--- src/rtl/csr_bank_arbiter.sv ---
// Round-robin arbiter that serialises host word accesses and core bit accesses onto one CSR bank.
// Optional macro CSR_ARB_HOST_RO_MASK_EN adds a per-CSR host write-protect mask and host_err.
module csr_bank_arbiter #(
  parameter  int WIDTH    = 32,
  parameter  int NUM_REGS = 8,
  localparam int ADDR_W   = $clog2(NUM_REGS),
  localparam int BIT_W    = $clog2(WIDTH)
) (
  input  logic              clk,
  input  logic              reset,
  input  logic              host_req,
  input  logic              host_we,
  input  logic [ADDR_W-1:0] host_addr,
  input  logic [WIDTH-1:0]  host_wdata,
  output logic              host_ack,
  output logic [WIDTH-1:0]  host_rdata,
  input  logic              core_req,
  input  logic              core_we,
  input  logic [ADDR_W-1:0] core_addr,
  input  logic [BIT_W-1:0]  core_bit_addr,
  input  logic              core_bit_data,
  output logic              core_ack,
  output logic              core_rbit,
  output logic [ADDR_W-1:0] csr_sel,
  output logic              csr_load_all_n,
  output logic              csr_load_bit_n,
  output logic [WIDTH-1:0]  csr_d_all,
  output logic              csr_d_bit,
  output logic [BIT_W-1:0]  csr_bit_addr,
  input  logic [WIDTH-1:0]  csr_q_all,
  input  logic              csr_q_bit,
`ifdef CSR_ARB_HOST_RO_MASK_EN
  input  logic [NUM_REGS-1:0] host_ro_mask,
  output logic                host_err,
`endif
  output logic              busy
);

  typedef enum logic [1:0] {IDLE, ACCESS, DONE} state_e;
  typedef enum logic {OWN_HOST, OWN_CORE} owner_e;

  state_e state, state_next;
  owner_e owner, last_grant;

  logic              lat_we;
  logic [ADDR_W-1:0] lat_addr;
  logic [WIDTH-1:0]  lat_wdata;
  logic [BIT_W-1:0]  lat_bit_addr;
  logic              lat_bit_data;
  logic              lat_ro;
  logic              grant_host, grant_core, in_range, ro_hit;

  always_comb begin
    grant_host = host_req && (!core_req || last_grant == OWN_CORE);
    grant_core = core_req && !grant_host;
  end

  // Widened compare keeps the check meaningful for both power-of-2 and partial banks.
  assign in_range = {1'b0, lat_addr} < (ADDR_W+1)'(NUM_REGS);

`ifdef CSR_ARB_HOST_RO_MASK_EN
  always_comb begin
    ro_hit = 1'b0;
    for (int unsigned i = 0; i < NUM_REGS; i++) begin
      if (host_addr == ADDR_W'(i)) ro_hit = host_ro_mask[i];
    end
  end
`else
  assign ro_hit = 1'b0;
`endif

  always_ff @(posedge clk) begin
    if (reset) state <= IDLE;
    else       state <= state_next;
  end

  always_comb begin
    state_next = state;
    case (state)
      IDLE:    if (grant_host || grant_core) state_next = ACCESS;
      ACCESS:  state_next = DONE;
      DONE:    state_next = IDLE;
      default: state_next = IDLE;
    endcase
  end

  always_ff @(posedge clk) begin
    if (reset) begin
      owner        <= OWN_CORE;
      last_grant   <= OWN_CORE;
      lat_we       <= 1'b0;
      lat_addr     <= '0;
      lat_wdata    <= '0;
      lat_bit_addr <= '0;
      lat_bit_data <= 1'b0;
      lat_ro       <= 1'b0;
      host_rdata   <= '0;
      core_rbit    <= 1'b0;
    end else begin
      if (state == IDLE) begin
        if (grant_host) begin
          owner      <= OWN_HOST;
          last_grant <= OWN_HOST;
          lat_we     <= host_we;
          lat_addr   <= host_addr;
          lat_wdata  <= host_wdata;
          lat_ro     <= ro_hit;
        end else if (grant_core) begin
          owner        <= OWN_CORE;
          last_grant   <= OWN_CORE;
          lat_we       <= core_we;
          lat_addr     <= core_addr;
          lat_bit_addr <= core_bit_addr;
          lat_bit_data <= core_bit_data;
          lat_ro       <= 1'b0;
        end
      end
      if (state == ACCESS && !lat_we) begin
        if (owner == OWN_HOST) host_rdata <= in_range ? csr_q_all : '0;
        else                   core_rbit  <= in_range && csr_q_bit;
      end
    end
  end

  always_comb begin
    host_ack       = 1'b0;
    core_ack       = 1'b0;
    csr_load_all_n = 1'b1;
    csr_load_bit_n = 1'b1;
    busy           = (state != IDLE);
`ifdef CSR_ARB_HOST_RO_MASK_EN
    host_err       = 1'b0;
`endif
    case (state)
      ACCESS: begin
        if (lat_we && in_range) begin
          if (owner == OWN_HOST) csr_load_all_n = lat_ro;
          else                   csr_load_bit_n = 1'b0;
        end
      end
      DONE: begin
        host_ack = (owner == OWN_HOST);
        core_ack = (owner == OWN_CORE);
`ifdef CSR_ARB_HOST_RO_MASK_EN
        host_err = (owner == OWN_HOST) && lat_we && lat_ro;
`endif
      end
      default: ;
    endcase
  end

  assign csr_sel      = lat_addr;
  assign csr_d_all    = lat_wdata;
  assign csr_d_bit    = lat_bit_data;
  assign csr_bit_addr = lat_bit_addr;

endmodule

--- config.mk ---
export PLATFORM = sky130hd
export DESIGN_NAME = csr_bank_arbiter
export DESIGN_NICKNAME = d
export VERILOG_FILES = /design/src/rtl/csr_bank_arbiter.sv
export SDC_FILE = /design/constraint.sdc
export NUM_CORES = 1
export LEC_CHECK = 0
export CORE_ASPECT_RATIO = 0.9
export CORE_MARGIN = 2
export CORE_UTILIZATION = 41
export CTS_BUF_LIST = sky130_fd_sc_hd__clkbuf_2 sky130_fd_sc_hd__clkbuf_4 sky130_fd_sc_hd__clkbuf_8
export DETAILED_ROUTE_END_ITERATION = 10
export PLACE_DENSITY = 0.92
export SYNTH_ARGS = -nofsm -noshare
export SYNTH_HDL_FRONTEND = slang
export SYNTH_SLANG_ARGS = --single-unit
--- constraint.sdc ---
create_clock -name clk -period 1.7 [get_ports clk]
set_input_delay 0.17 -clock clk [delete_from_list [all_inputs] [get_ports clk]]
set_output_delay 0.17 -clock clk [all_outputs]
set_load 0.01 [all_outputs]
==> parameters.txt <==
Parameter                              Value

GRT
  First-pass GRT wire length    13.4 mm
  GRT Overall Usage    19.3%
  Global-route met1 utilization    21.6%
  Maximum number of pins on one net before global-route repair    44
  Number of antenna violations at the first check in global routing    0
  Met2 track demand over resource in global routing    35.2%
  Overflow left after global routing    0
  GR Layer Usage met3    5.59%
  Busiest grt layer    met2
  Vias in the first global route    2826

Final layout
  Seq. cell area    1570 um2
  Ratio of cells with drive above 1 in the final layout    5.87%
  Final Cell Area    5140 um2
  Total area of multi-input combinational cells    1520 um2
  ANT cells    0
  Synthesis-to-finish area growth    59.2%
  Layout filler cell count    600
  Final Core Density    67.8%
  Net count, final    591

STA
  Final hold vios    0
  Final clock skew    0.00546 ns
  Period minus WS final    1.50 ns
  Measured slew at the worst slew-check pin    0.390 ns
  Normalized max-slew margin    74.0%
  RSZ-0062 raised after global routing    no
  Maximum achievable frequency    668 MHz
  Minimum setup slack in the final design    0.202 ns
  Max Transition Viols Final    0
  Post-route clock period utilization    88.1%
  Number of failing setup endpoints in the final timing report    0
  Fin Setup TNS    0 ns

Floorplan
  Area of the core region    7580 um2
  Die extent in y    88.2 um
  Effective utilization at floorplan    42.6%
  Number of standard-cell rows in the floorplan    30
  Die extent in x    97.6 um
  Io pins    162
  Floorplan die area    8600 um2

Setup path
  Critical Path Source Type    register
  Arrival time of the worst setup path    1.33 ns
  Worst path cell trace    nor2b_2 > nand3_1 > dlygate4sd2_1
  Largest stage delay on the critical path    0.40 ns
  Worst path slowest cell    dfxtp_2
  Maximum fanout along the worst path    7
  Element type at the critical path end    output port
  Crit path kind    register to output port
  Critical path data required time    1.53 ns

Place
  Port Buffers    161
  Worst setup slack after placement    0.0731 ns
  Post-placement cell area    4900 um2
  Routability congestion estimate from global placement    0.796
  Detailed placer's ending HPWL    6.37 mm

Route
  First-pass DRT Iterations    4
  Routed len/inst    14.2 um
  Via count normalized by instance count    4.80
  Count of vias placed by the detailed router    2913
  Residual DRC count    0
  Number of DRC markers after the initial detailed-route iteration    87
  DRT Wirelength    8.61 mm
  Antenna Violating Nets Remaining    0

Power and ir drop
  Logic gate share of total power    18.4%
  VDD IR max    0.000483 V
  Total net switching power    0.00103 W
  Cell internal pwr    0.00341 W
  Relative contribution of the clock network to total power    36.3%
  Final Total Pwr    0.00444 W
  Switching part of the total power    23.1%
  Fraction of power consumed by sequential logic    45.3%
  Pleak    1.89 nW
  Cell area power density    863 nW/um2

Clocking
  Sinks on the clock net    78
  Max clock buf depth    2
  H-tree level count    3
  Clock-pin slew on the worst setup and hold paths    0.07 ns
  TritonCTS clock tree    done
  Buffer count from post-CTS setup fixing    0
  Skew-Pair Late Insertion Delay    0.34 ns
  Num CTS Buffers    9
  Buffer cell driving the clock tree root    clkbuf_8

Logic synthesis
  Synth warn    0
  Number of unique standard cell types used by synthesis    25
  Post-synthesis instance total    355
  Fraction of post-synthesis cell area in the top cell type by area    48.4%
  Largest area contributor in the netlist    dfxtp_1
  Share of the yosys chip area belonging to registers    48.4%
  Primary FF master, synth    dfxtp_1
  EDFF count, synth    0
  Flip-flop and latch count after synthesis    78
  Post-synthesis instance area    3230 um2
  Nets in the synthesized netlist    438
  Syn Area/Cell    9.10 um2
  Async set-reset flop share out of synthesis    0%
  Ranking of synthesized cells by area    dfxtp_1 48%, nand2b_1 15%, mux2i_1 12%, nand2_1 7.7%, a21oi_1 5.6%

Status
  Run status    finished, final reports clean

Job
  Max-cap check violation count    0

Worst hold path
  Tightest Hold Check Type    primary input to register
-- cell usage after synthesis (2+ instances only) --
cell	count
nand2b_1	77
o21ai_0	4
buf_2	7
clkbuf_1	14
nand3_1	5
nand2_1	66
inv_1	2
a21oi_1	36
and3_1	2
nor2_1	2
a311oi_1	4
nor2b_1	3
mux2i_1	39
buf_6	6
dfxtp_1	78
-- through the flow --
step	instances	hold WS [ns]
6_report	607	0.376
3_3_place_gp	593	0.442
3_5_place_dp	593	0.447
2_1_floorplan	355	0.306
4_1_cts	607	0.356
5_1_grt	607	0.364
-- logic make-up after synthesis --
kind of cell,after synthesis,synth area share [%]
AOI/OAI and AO/OA,45,7.56
and+or+nand+nor,164,27.0
buffers and inverters,29,5.04
muxes,39,12.1
DFF,78,48.4
-- final cells by class --
cell class / instances / area share, %
clock buffers: 10 / 2.55
inverters: 2 / 0.146
flip-flops and latches: 78 / 30.5
well taps: 96 / 2.34
multi-input cells: 248 / 29.6
clock inverters: 4 / 1.90
repair buffers: 169 / 32.9
-- flip-flops by register name (all words and copies together), names as in the netlist --
| register | count |
|---|---|
| lat_we | 1 |
| state | 2 |
| csr_sel | 3 |
| csr_d_bit | 1 |
| core_rbit | 1 |
| csr_d_all | 32 |
| host_rdata | 32 |
| last_grant | 1 |
| csr_bit_addr | 5 |
-- repair_timing --
action | CTS | global route
pin swaps | 0 | 1
gates cloned | 0 | 0
resized for setup | 10 | 2
setup endpoints to repair | 5 | 2
hold buffers | 0 | 0
-- power by group through the flow --
stage | combinational, W | sequential (W) | clock, W
2_1_floorplan | 0.000321 | 0.00208 | 0
4_1_cts | 0.000824 | 0.00201 | 0.00165
5_1_grt | 0.000875 | 0.00202 | 0.00173
3_3_place_gp | 0.000800 | 0.00204 | 0
6_report | 0.000817 | 0.00201 | 0.00161
3_5_place_dp | 0.000819 | 0.00205 | 0
-- final timing paths --
kind                   from  cells past startpoint        endpoint  slack, ns
max                state[0]                      3  csr_load_bit_n       0.20
min reg2reg  host_rdata[23]                      2  host_rdata[23]       0.45
min           csr_q_all[13]                      3  host_rdata[13]       0.38
max reg2reg        state[1]                      4   host_rdata[7]       0.25
-- layer usage --
metal	vias up	part of all wire, %
met3	14	5.0
li1	1462	-
met5	-	0
met2	91	51
met4	0	2.3
met1	1346	41
-- layout by cell type, fill, tap and decap left out, types with 2 or more instances in the layout --
cell | netlist | final
clkdlybuf4s50_1 | 0 | 155
dlygate4sd2_1 | 0 | 3
buf_4 | 0 | 6
inv_1 | 2 | 2
nand3_1 | 5 | 5
dlymetal6s2s_1 | 0 | 2
nand2_1 | 66 | 66
dfxtp_4 | 0 | 2
a311oi_1 | 4 | 4
clkbuf_8 | 0 | 9
nor2_1 | 2 | 2
a21oi_1 | 36 | 36
o21ai_0 | 4 | 4
nor2b_1 | 3 | 2
bufinv_16 | 0 | 3
dfxtp_1 | 78 | 75
nand2b_1 | 77 | 77
mux2i_1 | 39 | 39
buf_12 | 0 | 2
-- worst max-delay path, delay by kind of cell, from the launching register on --
kind                   cells  cell delay, ns
DFF                        1            0.40
buffers and inverters      1            0.31
and+or+nand+nor            2            0.29
Power figures use the tool's default switching activity.
